### config.mk
export PLATFORM = sky130hd
export DESIGN_NAME = sseg_scan_controller
export DESIGN_NICKNAME = d
export VERILOG_FILES = /design/src/rtl/sseg_scan_controller_pkg.sv /design/src/rtl/sseg_scan_controller_refresh_timer.sv /design/src/rtl/sseg_scan_controller.sv
export SDC_FILE = /design/constraint.sdc
export NUM_CORES = 1
export LEC_CHECK = 0
export CORE_MARGIN = 1
export CORE_UTILIZATION = 25
export CTS_CLUSTER_DIAMETER = 50
export DETAILED_ROUTE_END_ITERATION = 8
export PLACE_DENSITY = 0.53
export SKIP_LAST_GASP = 1
export SLEW_MARGIN = 20
export SYNTH_ARGS = -nofsm -noshare
export SYNTH_HDL_FRONTEND = slang
export SYNTH_HIERARCHICAL = 1
export SYNTH_SLANG_ARGS = --single-unit
### constraint.sdc
create_clock -name clk -period 2.9 [get_ports clk]
set_input_delay 0.58 -clock clk [delete_from_list [all_inputs] [get_ports clk]]
set_output_delay 0.58 -clock clk [all_outputs]
set_load 0.05 [all_outputs]
### src/rtl/sseg_scan_controller_pkg.sv
// Shared constants for the seven-segment scan controller.
// Purpose : digit geometry and register widths used by the top and the bench.
// Ports   : none (package).
package sseg_scan_controller_pkg;
    localparam int NUM_DIGITS = 8;
    localparam int DIGIT_W    = 4;
    localparam int SEL_W      = 3;
    localparam int CNT_W      = 4;
endpackage

### src/rtl/sseg_scan_controller_refresh_timer.sv
// Dwell timer for the display scan.
// Purpose : free-running mod-DIV counter. It flags the last cycle of each dwell
//           with tc and exposes the current count for the blanking compare.
// Ports   : clk, reset (sync, active-high)
//           count - current dwell position, 0..DIV-1
//           tc    - high while count == DIV-1
module sseg_scan_controller_refresh_timer #(
    parameter int DIV = 100000,
    parameter int TW  = (DIV > 1) ? $clog2(DIV) : 1
) (
    input  logic          clk,
    input  logic          reset,
    output logic [TW-1:0] count,
    output logic          tc
);
    assign tc = (count == TW'(DIV - 1));

    always_ff @(posedge clk) begin
        if (reset) begin
            count <= '0;
        end else if (tc) begin
            count <= '0;
        end else begin
            count <= count + TW'(1);
        end
    end
endmodule

### src/rtl/sseg_scan_controller.sv
// Time-multiplexing controller for an 8-digit seven-segment display.
// Purpose : holds eight hex digits and their DPs, loaded by shift-in (push) or
//           by addressed write, and scans them round-robin into a single-digit
//           driver, with blanking at the start of each dwell and optional
//           suppression of digits beyond the valid count.
// Ports   : clk, reset (sync, active-high)
//           push_valid/push_data/push_dp - shift a character in at digit 0
//           wr_en/wr_addr/wr_data/wr_dp   - direct write to one digit
//           clear                         - zero all digits and the count
//           blank_leading                 - keep digits at index >= count dark
//           hex_number, digit_sel, dp_out, digit_en - registered driver outputs
//           count                         - number of valid digits, 0..8
// Update priority within a cycle: clear > push > write; lower ones are dropped.
module sseg_scan_controller
    import sseg_scan_controller_pkg::*;
#(
    parameter int REFRESH_DIV  = 100000,
    parameter int BLANK_CYCLES = 16
) (
    input  logic               clk,
    input  logic               reset,
    input  logic               push_valid,
    input  logic [DIGIT_W-1:0] push_data,
    input  logic               push_dp,
    input  logic               wr_en,
    input  logic [SEL_W-1:0]   wr_addr,
    input  logic [DIGIT_W-1:0] wr_data,
    input  logic               wr_dp,
    input  logic               clear,
    input  logic               blank_leading,
    output logic [DIGIT_W-1:0] hex_number,
    output logic [SEL_W-1:0]   digit_sel,
    output logic               dp_out,
    output logic               digit_en,
    output logic [CNT_W-1:0]   count
);
    localparam int TW = (REFRESH_DIV > 1) ? $clog2(REFRESH_DIV) : 1;

    logic [TW-1:0]      dwell;
    logic               tc;
    logic [DIGIT_W-1:0] digits [NUM_DIGITS];
    logic               dps    [NUM_DIGITS];

    logic [SEL_W-1:0]   sel_next;
    logic               blank_next;
    logic               lead_dark;
    logic [CNT_W-1:0]   wr_count;
    logic [CNT_W-1:0]   count_next;
    logic [31:0]        dwell_wide;

    sseg_scan_controller_refresh_timer #(
        .DIV (REFRESH_DIV),
        .TW  (TW)
    ) u_refresh_timer (
        .clk   (clk),
        .reset (reset),
        .count (dwell),
        .tc    (tc)
    );

    // The output registers are loaded from the values the scan will hold after
    // this edge, so hex/dp/en always line up with the digit_sel driven beside
    // them. Storage is read pre-update, giving one cycle of write latency.
    always_comb begin
        dwell_wide = 32'(dwell);
        sel_next   = tc ? digit_sel + SEL_W'(1) : digit_sel;
        if (tc) begin
            blank_next = (BLANK_CYCLES > 0);
        end else begin
            blank_next = (dwell_wide + 32'd1) < 32'(BLANK_CYCLES);
        end
        lead_dark = blank_leading && ({1'b0, sel_next} >= count);

        wr_count   = {1'b0, wr_addr} + CNT_W'(1);
        count_next = count;
        if (clear) begin
            count_next = '0;
        end else if (push_valid) begin
            count_next = (count >= CNT_W'(NUM_DIGITS)) ? CNT_W'(NUM_DIGITS) : count + CNT_W'(1);
        end else if (wr_en) begin
            count_next = (wr_count > count) ? wr_count : count;
        end
    end

    always_ff @(posedge clk) begin
        if (reset) begin
            for (int i = 0; i < NUM_DIGITS; i++) begin
                digits[i] <= '0;
                dps[i]    <= 1'b0;
            end
            count      <= '0;
            digit_sel  <= '0;
            hex_number <= '0;
            dp_out     <= 1'b0;
            digit_en   <= 1'b0;
        end else begin
            if (clear) begin
                for (int i = 0; i < NUM_DIGITS; i++) begin
                    digits[i] <= '0;
                    dps[i]    <= 1'b0;
                end
            end else if (push_valid) begin
                for (int i = NUM_DIGITS - 1; i > 0; i--) begin
                    digits[i] <= digits[i-1];
                    dps[i]    <= dps[i-1];
                end
                digits[0] <= push_data;
                dps[0]    <= push_dp;
            end else if (wr_en) begin
                digits[wr_addr] <= wr_data;
                dps[wr_addr]    <= wr_dp;
            end
            count      <= count_next;
            digit_sel  <= sel_next;
            hex_number <= digits[sel_next];
            dp_out     <= dps[sel_next];
            digit_en   <= !blank_next && !lead_dark;
        end
    end
endmodule

Word-level counts from Yosys, hierarchy flattened
Memory sizes are Yosys's and may differ from the RTL's. A register that Yosys moved wholly into a read port is not among the register bits.
Index checks and enable logic that the tools add are counted.
Storage, ports and cells
  bits in registers: 25
  bits in writable memories: 40
  input port bits: 19
  output and inout port bits: 13
  logic and storage cells: 117
  memories: 2
Operators by class
  add/sub/neg operators: 5
  $lt $le $gt $ge: 4
  equality and inequality tests: 1
  multiplexer cells: 58
  bitwise gates (word level): 32
  reduce and logical (&&, ||, !) cells: 11
Memory list
  digits: words 8, bits a word 4, read ports 8, clocked after Yosys merged registers in 1, wr ports 8, line sseg_scan_controller.sv:41  | logic [DIGIT_W-1:0] digits [NUM_DIGITS];
  dps: words 8, bits a word 1, read ports 8, clocked after Yosys merged registers in 1, wr ports 8, line sseg_scan_controller.sv:42  | logic dps [NUM_DIGITS];
Operator list (count)
  4-bit two-way mux: 21
  1-bit two-way mux: 34
  1-bit bitwise OR: 32
  17-bit by 1-bit adder with 18-bit output, second input constant: 1
  18-bit by 5-bit < comparator with 1-bit output, second input constant: 1
  17-bit by 1-bit adder with 17-bit output, second input constant: 1
  17-bit == test, second input constant: 1
  3-bit two-way mux: 3
  3-bit by 1-bit adder with 4-bit output, second input constant: 1
  4-bit by 1-bit adder with 4-bit output, second input constant: 1
  3-bit by 4-bit greater-or-equal comparator with 1-bit output: 1
  4-bit greater-or-equal comparator, second input constant: 1
  4-bit > comparator: 1
  2-bit nonzero test: 2
  2-bit OR reduction: 2
  4-bit OR reduction: 1
  3-bit by 1-bit adder with 3-bit output, second input constant: 1
  1-bit logical AND: 2
  1-bit logical NOT: 2
  2-bit AND reduction: 1
  1-bit OR reduction: 1

Depth between registers and ports, before layout
Gate-level depths: netlist of run 1.
  depth after elaboration: 7
  gate-level depth with buffers: 12
  mapped depth without buffers: 10

Hierarchy
Netlist of run 1, hierarchy kept.
By module, submodules not included
  sseg_scan_controller: times used 1, cells each 217, area each 2770.2 um^2, sequential area each 1461.4 um^2
  sseg_scan_controller_refresh_timer: times used 1, cells each 87, area each 787.0 um^2, sequential area each 340.3 um^2

Worst setup path after synthesis of run 1
Ideal clock, no wire load.
  kind: register to register
  start point: reg u_refresh_timer.count[0]
  end point: reg digit_en
  library setup time: 0.074 ns
  arrival time: 2.792 ns
  data required time: 2.826 ns
  slack: 0.034 ns
  cell stages (with the launch flop): 13
  buffers on the path: 2
  clock period less this slack: 2.866 ns
  path through: dfxtp_1 ha_1 and4_2 buf_2 and4_4 mux2i_1 buf_2 inv_1 ha_1 a21o_1 a21o_1 a311o_1 a31oi_1
Between the ends
  cells in the longest elaborated chain, start to end: 6
  elaborated cells between the ends (all ways): 10
  classes of those cells: add/sub: 1; order compare: 2; eq/ne: 1; mux: 2; reduce/logical: 4
Ends and longest elaborated chain
  start: declaration: line sseg_scan_controller_refresh_timer.sv:13  | output logic [TW-1:0] count,
  start signal: assignment: line sseg_scan_controller_refresh_timer.sv:24  | count <= count + TW'(1);
  17-bit == test: line sseg_scan_controller_refresh_timer.sv:16  | assign tc = (count == TW'(DIV - 1));
  via tc: line sseg_scan_controller.sv:40  | logic tc;
  3-bit two-way mux: line sseg_scan_controller.sv:66  | sel_next = tc ? digit_sel + SEL_W'(1) : digit_sel;
  via sel_next[1]: line sseg_scan_controller.sv:44  | logic [SEL_W-1:0] sel_next;
  3-bit by 4-bit greater-or-equal comparator with 1-bit output: line sseg_scan_controller.sv:72  | lead_dark = blank_leading && ({1'b0, sel_next} >= count);
  1-bit logical AND: line sseg_scan_controller.sv:72
  1-bit logical NOT: line sseg_scan_controller.sv:117  | digit_en <= !blank_next && !lead_dark;
  1-bit logical AND: line sseg_scan_controller.sv:117
  end signal: assignment: line sseg_scan_controller.sv:117
  end: declaration: line sseg_scan_controller.sv:34  | output logic digit_en,
The timed path passes the listed nets, and every way through them passes these cells.
A chain may end at the register's enable or synchronous reset.

Final worst setup path of run 1
Same ends and word-level chain as after synthesis.

==> out/results.ini, run 1 <==
[detailed_routing]
vias = 2558
wire_per_inst_um = 15.3
drt_iter0_drc = 93
ant_nets = 0
via_per_inst = 4.81
drc = 0
routed_wl_um = 8150
first_pass_iters = 4

[floorplan]
die_h_um = 121
rows = 43
io_pins = 32
die-area_mm2 = 0.0147
core_mm2 = 0.0139
start_util_pct = 25.6
die_w_um = 121

[global_routing]
antenna_found_initial = 0
grt_usage_pct = 12.1
grt_max_degree = 41
grt_pass1_vias = 2587
grt_overflow = 0
grt_pass1_wl_um = 13500

[sta]
whs_ns = 0.490
min_period_over_period_pct = 93.0
finClkSkew_ns = 0.00609
setup_viol = 0
hold_viol_final = 0
fmax_ghz = 0.371
rsz0062_at_grt = no
tns_ns = 0
slew-limit-headroom_pct = 59.1
worstMarginPinSlew_ns = 0.613
period_minus_slack_ns = 2.70
drv_slew = 0

[yosys]
syn_nets = 335
synth_edf_count = 40
yosysWarnings = 6
synth_async_sr_flop_share_pct = 0
synth_seq_cells = 70
dominantRegCellSynth = edfxtp_1
synthCells = 304
netlist-cell-type-count = 48
syn-cell-area_mm2 = 0.00356
avgSynthCellArea_um2 = 11.7
ys_seq_area_share_pct = 50.7

[clock_tree]
cts_buffers = 9
cts_num_sinks = 70
clk_latency_ns = 0.33
post_cts.repair.setup_buffers = 0
htreeDepth = 3
cts_buffer_depth = 2
clk_pin_slew_worst_paths_ns = 0.06
cts_root_buffer = clkbuf_16
tritoncts = built

[layout]
fillers = 1424
num-nets-final = 378
multi_input_area_mm2 = 0.00165
ff_latch_area_mm2 = 0.00180
final_layout_size_suffix_gt1_share_pct = 14.8
diodes = 0
area_growth_pct = 26.8

[critical_path]
setup.worst_path.start_class = register
critical_path_class = reg -> reg
ff2ff_path_depth = 10
reg2reg_slack_ns = 0.20
r2r_end = digit_en
r2r_start = u_refresh_timer/count[0]
cp.required_ns = 3.16
critical_path_arrival_ns = 2.96
end_kind = register
cp_max_fo = 6

[power]
power.density_mw_per_mm2 = 577
totalPowerFinal_w = 0.00260
cellLeakagePower_nw = 1.66
vdd_ir_drop_max_v = 0.000273

[hold_path]
hold_path_class = reg -> reg
worstHoldEndpoint = u_refresh_timer/count[0]
hold_depth = 1
hold_start = u_refresh_timer/count[0]

[placed_design]
port_buffers = 31
dp_hpwl_um = 5970
place.gp.congestion = 0.756

[run_status]
status = finished, final reports clean

[job]
drv_cap = 0

==> cell usage in the layout, fill, tap and decap left out, drive strengths merged, types with 4 or more instances in the layout <==
cell,instances
a22o,46
edfxtp,40
nor2,31
clkdlybuf4s50,31
dfxtp,30
buf,18
inv,13
ha,12
nand2,11
nand3,10
mux4,10
o21ai,9
clkbuf,9
xnor2,9
xor2,7
nand4,7
a21oi,6
nor3,6
nand2b,5
nor4,4
or3,4
and4,4
==> per-layer routing <==
metal | share of wire [%] | global-route usage [%] | vias to the layer above
met1 | 47 | 15.3 | 1219
li1 | - | - | 1265
met2 | 46 | 18.9 | 59
met4 | 2.1 | 6.10 | 0
met3 | 4.4 | 3.01 | 15
met5 | 0 | 0 | -
==> where the power goes <==
| part | leakage, nW | switching (W) | internal (W) |
|---|---|---|---|
| Sequential | 0.708 | 0.0000228 | 0.00108 |
| Combinational | 0.779 | 0.000102 | 0.0000852 |
| Clock | 0.171 | 0.000456 | 0.000852 |
| Total | 1.66 | 0.000581 | 0.00202 |
==> Yosys cell counts, drive strengths merged, types with 7 or more instances <==
cell type / instances / area share [%]
a22o: 46 / 11
buf: 10 / 1.6
clkbuf: 7 / 0.74
dfxtp: 30 / 17
edfxtp: 40 / 34
ha: 12 / 4.2
inv: 9 / 0.95
mux4: 10 / 6.4
nand2: 11 / 1.2
nand3: 10 / 1.4
nand4: 7 / 1.4
nor2: 31 / 3.3
o21ai: 9 / 1.3
xnor2: 9 / 2.2
xor2: 7 / 1.7
==> worst max path at each step <==
stage | start | end | slack (ns) | cells past startpoint
final | u_refresh_timer/count[0] | digit_en | 0.20 | 10
after global routing | u_refresh_timer/count[0] | digit_en | 0.03 | 10
after CTS | u_refresh_timer/count[0] | digit_en | 0.14 | 10
after detailed placement | wr_addr[1] | count[0] | 0.06 | 9
after global placement | wr_addr[1] | count[0] | 0.10 | 8
after floorplan | u_refresh_timer/count[0] | digit_en | 0.03 | 12
==> cell families after synthesis <==
group / Yosys count / share of synthesized area, %
AOI/OAI and AO/OA: 72 / 16.1
xor gates and xnor gates: 16 / 3.94
adders and majority gates: 12 / 4.22
buffers and inverters: 26 / 3.27
DFF: 70 / 50.7
muxes: 13 / 7.28
and+or+nand+nor: 95 / 14.6
==> flip-flops by register name, summed over array words and instances (netlist names) <==
| name | count |
|---|---|
| digit_en | 1 |
| digit_sel | 3 |
| digits | 32 |
| dps | 8 |
| u_refresh_timer/count | 17 |
| count | 4 |
| dp_out | 1 |
| hex_number | 4 |
==> timing repair <==
item,4_1_cts,5_1_grt
hold buffers,0,0
setup endpoints to repair,0,1
resized for setup,0,1
==> metrics by stage <==
step	setup WS, ns	instances	utilization (%)	instance area [um2]
after floorplan	0.0338	304	-	3560
after global placement	0.105	516	30.0	4160
after detailed placement	0.0565	516	30.0	4160
after CTS	0.140	532	32.5	4510
after global routing	0.0257	532	32.5	4510
final	0.202	532	32.5	4510
==> final cells by class <==
| cell class | instances | share of cell area, % |
|---|---|---|
| clock buffer | 9 | 4.99 |
| tap | 180 | 4.99 |
| sequential | 70 | 40.0 |
| inverter | 9 | 0.749 |
| multi-input combinational | 208 | 36.7 |
| timing repair buffer | 49 | 9.88 |
| clock inverter | 7 | 2.77 |
==> worst max-delay path, stage by stage (launching register included) <==
cell and delay (ns):
dfxtp_1 0.41, ha_1 0.24, and4_4 0.30, and4_4 0.29, mux2i_1 0.25, inv_1 0.07
ha_1 0.27, a21o_1 0.16, a21o_1 0.17, a311o_1 0.34, a31oi_1 0.14
No activity file was read; power rests on OpenSTA's default activity.
==> run 2: changes to the inputs <==
--- a/config.mk
+++ b/config.mk
@@ -7,8 +7,10 @@
 export LEC_CHECK = 0
 export CORE_MARGIN = 1
 export CORE_UTILIZATION = 25
+export CTS_BUF_LIST = sky130_fd_sc_hd__clkbuf_2
 export CTS_CLUSTER_DIAMETER = 50
 export DETAILED_ROUTE_END_ITERATION = 8
+export HOLD_SLACK_MARGIN = 0.08
 export PLACE_DENSITY = 0.53
 export SKIP_LAST_GASP = 1
 export SLEW_MARGIN = 20
==> run 2 against run 1 <==
Net effect:
- cell count did not move
- core utilization fell by 1.3 points
- clock power fell by 40%
- sequential share of layout area rose by 1.7 points
==> out/results.ini, run 2 (synthesized netlist as in run 1, its figures left out) <==
[sta]
drv_slew = 0
whs_ns = 0.481
tns_ns = 0
setup_viol = 0
fmax_ghz = 0.377
rsz0062_at_grt = no
setup_ws_ns = 0.248
period_minus_slack_ns = 2.65
finClkSkew_ns = 0.0291
worstMarginPinSlew_ns = 0.609
slew-limit-headroom_pct = 59.4
hold_viol_final = 0
min_period_over_period_pct = 91.5

[layout]
final_common_cell = a22o_1
final_cell_mix = a22o_1 (46), edfxtp_1 (40), nor2_1 (31), clkdlybuf4s50_1 (31), dfxtp_1 (28)
area_growth_pct = 21.8
utilization_pct = 31.2
fillers = 1446
reg.largest.list = digits x32, u_refresh_timer/count x17, dps x8
top_register = digits
num-nets-final = 378
diodes = 0
largest_register_ffs = 32
final_layout_size_suffix_gt1_share_pct = 15.3

[placed_design]
port_buffers = 31
place.gp.congestion = 0.756
preCtsSetupSlack_ns = 0.0565
dp_hpwl_um = 5970

[detailed_routing]
drt_iter0_drc = 104
ant_nets = 0
vias = 2554
drc = 0
first_pass_iters = 5
wire_per_inst_um = 15.2
routed_wl_um = 8070
via_per_inst = 4.80

[critical_path]
reg2reg_slack_ns = 0.25
cp.required_ns = 3.38
end_kind = register
ff2ff_path_depth = 10
cp_slowest_cell = dfxtp_2
max_stage_delay_ns = 0.41
cp_cell_sequence = ha_1, and4_4, and4_4, mux2i_1, inv_1, ha_1, a21o_1, a21o_1, a311o_1, a31oi_1
critical_path.startpoint = u_refresh_timer/count[0]
setup.worst_path.start_class = register
critical_path_arrival_ns = 3.13
crit_path_end = digit_en
critical_path_class = reg -> reg
cp_max_fo = 6
r2r_end = digit_en
r2r_start = u_refresh_timer/count[0]

[clock_tree]
tritoncts = built
post_cts.repair.setup_buffers = 0
clk_latency_ns = 0.55
cts_root_buffer = clkbuf_2
cts_num_sinks = 70
cts_buffer_depth = 2
clk_pin_slew_worst_paths_ns = 0.21
cts_buffers = 9
htreeDepth = 3

[global_routing]
antenna_found_initial = 0
grt_pass1_wl_um = 13400
grt_overflow = 0
grt_max_degree = 41
grt_pass1_vias = 2595
grt_usage_pct = 11.9

[floorplan]
die-area_mm2 = 0.0147
rows = 43
io_pins = 32
die_h_um = 121
start_util_pct = 25.6
die_w_um = 121
core_mm2 = 0.0139

[hold_path]
hold_path_class = reg -> reg

[job]
drv_cap = 0

[power]
cellLeakagePower_nw = 1.59
totalPowerFinal_w = 0.00208
vdd_ir_drop_max_v = 0.000222
power.density_mw_per_mm2 = 481

[run_status]
status = finished, final reports clean

-- run 2: changes by cell type in the layout (fill, tap and decap cells not counted) --
cell and delta:
dfxtp_1 -2, clkbuf_16 -9, dfxtp_2 +2, clkbuf_2 +9
-- run 2: final cells by class --
class / instances / area, um2 / share of cell area (%)
Sequential cell: 70 / 1800 / 41.7
Multi-Input combinational cell: 208 / 1650 / 38.2
Timing Repair Buffer: 49 / 445 / 10.3
Clock buffer: 9 / 45.0 / 1.04
Inverter: 9 / 33.8 / 0.780
Tap cell: 180 / 225 / 5.20
Clock inverter: 7 / 125 / 2.89
-- run 2: worst min-delay path by stage --
stage          cells past startpoint                      start                         to  slack [ns]
2_1_floorplan                      1   u_refresh_timer/count[0]   u_refresh_timer/count[0]        0.45
4_1_cts                            2  u_refresh_timer/count[16]  u_refresh_timer/count[16]        0.54
3_5_place_dp                       1   u_refresh_timer/count[0]   u_refresh_timer/count[0]        0.48
6_report                           1   u_refresh_timer/count[0]   u_refresh_timer/count[0]        0.48
3_3_place_gp                       1   u_refresh_timer/count[0]   u_refresh_timer/count[0]        0.47
5_1_grt                            1   u_refresh_timer/count[0]   u_refresh_timer/count[0]        0.52
-- run 2: routing by layer --
metal / share of wire (%) / GRT usage, %
met3: 4.4 / 3.29
met1: 47 / 15.4
met4: 1.9 / 4.94
met2: 46 / 18.6
met5: 0 / 0
-- run 2: stage by stage --
stage	cells	area [um2]
final	532	4330
after floorplan	304	3560
after global routing	532	4330
after global placement	516	4160
after CTS	532	4330
after detailed placement	516	4160
-- run 2: worst max-delay path: cells and delay by family, from the launching register on --
kind	cells	cell delay, ns
adders and majority gates	2	0.49
DFF	1	0.41
buffers and inverters	1	0.07
and+or+nand+nor	2	0.58
AOI/OAI and AO/OA	4	0.81
muxes	1	0.24
-- run 2: report_power, final --
part	total [W]	internal [W]	switching, W	leakage, nW
Combinational	0.000188	0.0000852	0.000103	0.779
Clock	0.000789	0.000384	0.000405	0.0979
Sequential	0.00111	0.00109	0.0000226	0.709
Total	0.00208	0.00155	0.000530	1.59
-- run 2: repair_timing --
| action | CTS | global route |
|---|---|---|
| hold buffers | 0 | 0 |
| endpoints found under the setup margin | 0 | 1 |
| gates resized for setup | 0 | 3 |
==> run 3: changes to the inputs <==
--- a/config.mk
+++ b/config.mk
@@ -11,7 +11,8 @@
 export CTS_CLUSTER_DIAMETER = 50
 export DETAILED_ROUTE_END_ITERATION = 8
 export HOLD_SLACK_MARGIN = 0.08
-export PLACE_DENSITY = 0.53
+export MAX_ROUTING_LAYER = met4
+export PLACE_DENSITY = 0.51
 export SKIP_LAST_GASP = 1
 export SLEW_MARGIN = 20
 export SYNTH_ARGS = -nofsm -noshare
==> constraint.sdc (replaced) <==
create_clock -name clk -period 3.4 [get_ports clk]
set_input_delay 0.68 -clock clk [delete_from_list [all_inputs] [get_ports clk]]
set_output_delay 0.68 -clock clk [all_outputs]
set_load 0.01 [all_outputs]
==> run 3 against run 2 <==
Net effect:
- clock-buffer cell count increased by 1
- die area unchanged
- fmax down 2.8%
- via count is 0.43% lower
- largest cell class unchanged
==> out/results.ini, run 3 (synthesized netlist as in run 1, its figures left out) <==
[clock_tree]
tritoncts = built
htreeDepth = 3
clk_pin_slew_worst_paths_ns = 0.19
clk_latency_ns = 0.52
cts_num_sinks = 70
cts_root_buffer = clkbuf_2
ctsResizeCount = 0
hold_buffers = 0
post_cts.repair.setup_buffers = 0
cts_buffer_depth = 2
cts_buffers = 9

[detailed_routing]
routed_wl_um = 8160
drc = 0
drt_iter0_drc = 211
ant_nets = 0
wire_per_inst_um = 15.5
via_per_inst = 4.83
vias = 2543
first_pass_iters = 4

[sta]
setup_viol = 0
slew-limit-headroom_pct = 62.0
tns_ns = 0
hold_viol_final = 0
setup_ws_ns = 0.671
rsz0062_at_grt = no
min_period_over_period_pct = 80.3
drv_slew = 0
period_minus_slack_ns = 2.73
finClkSkew_ns = 0.0298
worstMarginPinSlew_ns = 0.569
fmax_ghz = 0.366

[critical_path]
cp.buffers_inverters = 1
max_stage_delay_ns = 0.45
critical_path_arrival_ns = 3.18
cp_slowest_cell = dfxtp_1
critical_path_class = reg -> reg
reg2reg_slack_ns = 0.67
cp_cell_sequence = ha_1, and4_2, and4_4, mux2i_1, inv_1, ha_1, a21o_1, a21o_1, a311o_1, a31oi_1
end_kind = register
cp_top_family = compound AO/OA/AOI/OAI gates
cp.required_ns = 3.85
cp_max_fo = 6
setup.worst_path.start_class = register

[layout]
fillers = 1421
area_growth_pct = 19.5
final_common_cell = a22o_1
final_cell_mix = a22o_1 (46), edfxtp_1 (40), nor2_1 (31), clkdlybuf4s50_1 (31), dfxtp_1 (30)
reg.largest.list = digits x32, u_refresh_timer/count x17, dps x8
num-nets-final = 373
multi_input_area_mm2 = 0.00164
ff_latch_area_mm2 = 0.00180
final_layout_size_suffix_gt1_share_pct = 13.3
diodes = 0
top_register = digits
largest_register_ffs = 32

[global_routing]
grt_overflow = 0
grt_pass1_wl_um = 13600
grt_max_degree = 41
grt_usage_pct = 12.5
grt_pass1_vias = 2549
antenna_found_initial = 0

[hold_path]
hold_path_class = reg -> reg

[floorplan]
core_mm2 = 0.0139
die_h_um = 121
die-area_mm2 = 0.0147
io_pins = 32
start_util_pct = 25.6
rows = 43
die_w_um = 121

[job]
drv_cap = 0

[power]
switchingPower_w = 0.000395
power_frac_seq_pct = 57.7
p_clk_share_pct = 33.5
cellLeakagePower_nw = 1.53
intPower_w = 0.00124
power.density_mw_per_mm2 = 385
p_sw_share_pct = 24.2
p_comb_share_pct = 8.8
vdd_ir_drop_max_v = 0.000150

[run_status]
status = finished, final reports clean

[placed_design]
port_buffers = 31
place.gp.congestion = 0.798
preCtsSetupSlack_ns = 0.400
dp_hpwl_um = 6090

==> run 3: layer usage <==
layer | part of all wire, % | vias to the layer above | track usage [%]
li1 | - | 1256 | -
met1 | 48 | 1230 | 15.9
met2 | 47 | 43 | 18.9
met3 | 3.3 | 14 | 3.24
met4 | 1.5 | 0 | 4.94
met5 | 0 | - | -
==> run 3: stage by stage <==
stage / hold slack (ns) / util, % / cells / power [W] / cell area [um2]
3_3_place_gp: 0.474 / 29.6 / 511 / 0.00110 / 4110
6_report: 0.515 / 30.6 / 527 / 0.00164 / 4250
3_5_place_dp: 0.481 / 29.6 / 511 / 0.00111 / 4110
5_1_grt: 0.571 / 30.6 / 527 / 0.00171 / 4250
2_1_floorplan: 0.451 / - / 304 / 0.00104 / 3560
4_1_cts: 0.520 / 30.6 / 527 / 0.00166 / 4250
==> run 3: cell type report <==
type / count / share of cell area (%)
clock buffers: 10 / 1.18
flip-flops and latches: 70 / 42.4
repair buffers: 44 / 9.60
multi-input cells: 208 / 38.7
inverters: 9 / 0.795
well taps: 180 / 5.30
clock inverters: 6 / 2.06
==> run 3: path summary, 6_finish.rpt <==
kind | start | to | depth (start not counted)
worst max-delay path | u_refresh_timer/count[0] | digit_en | 10
worst min-delay path | u_refresh_timer/count[0] | u_refresh_timer/count[0] | 1
worst max register to register | u_refresh_timer/count[0] | digit_en | 10
worst min register to register | u_refresh_timer/count[0] | u_refresh_timer/count[0] | 1
==> run 3: power by group through the flow <==
stage,Sequential (W),Clock (W),Combinational (W)
6_report,0.000944,0.000547,0.000144
5_1_grt,0.000950,0.000602,0.000160
4_1_cts,0.000945,0.000571,0.000145
3_5_place_dp,0.000963,0,0.000144
3_3_place_gp,0.000962,0,0.000142
2_1_floorplan,0.000958,0,0.0000816
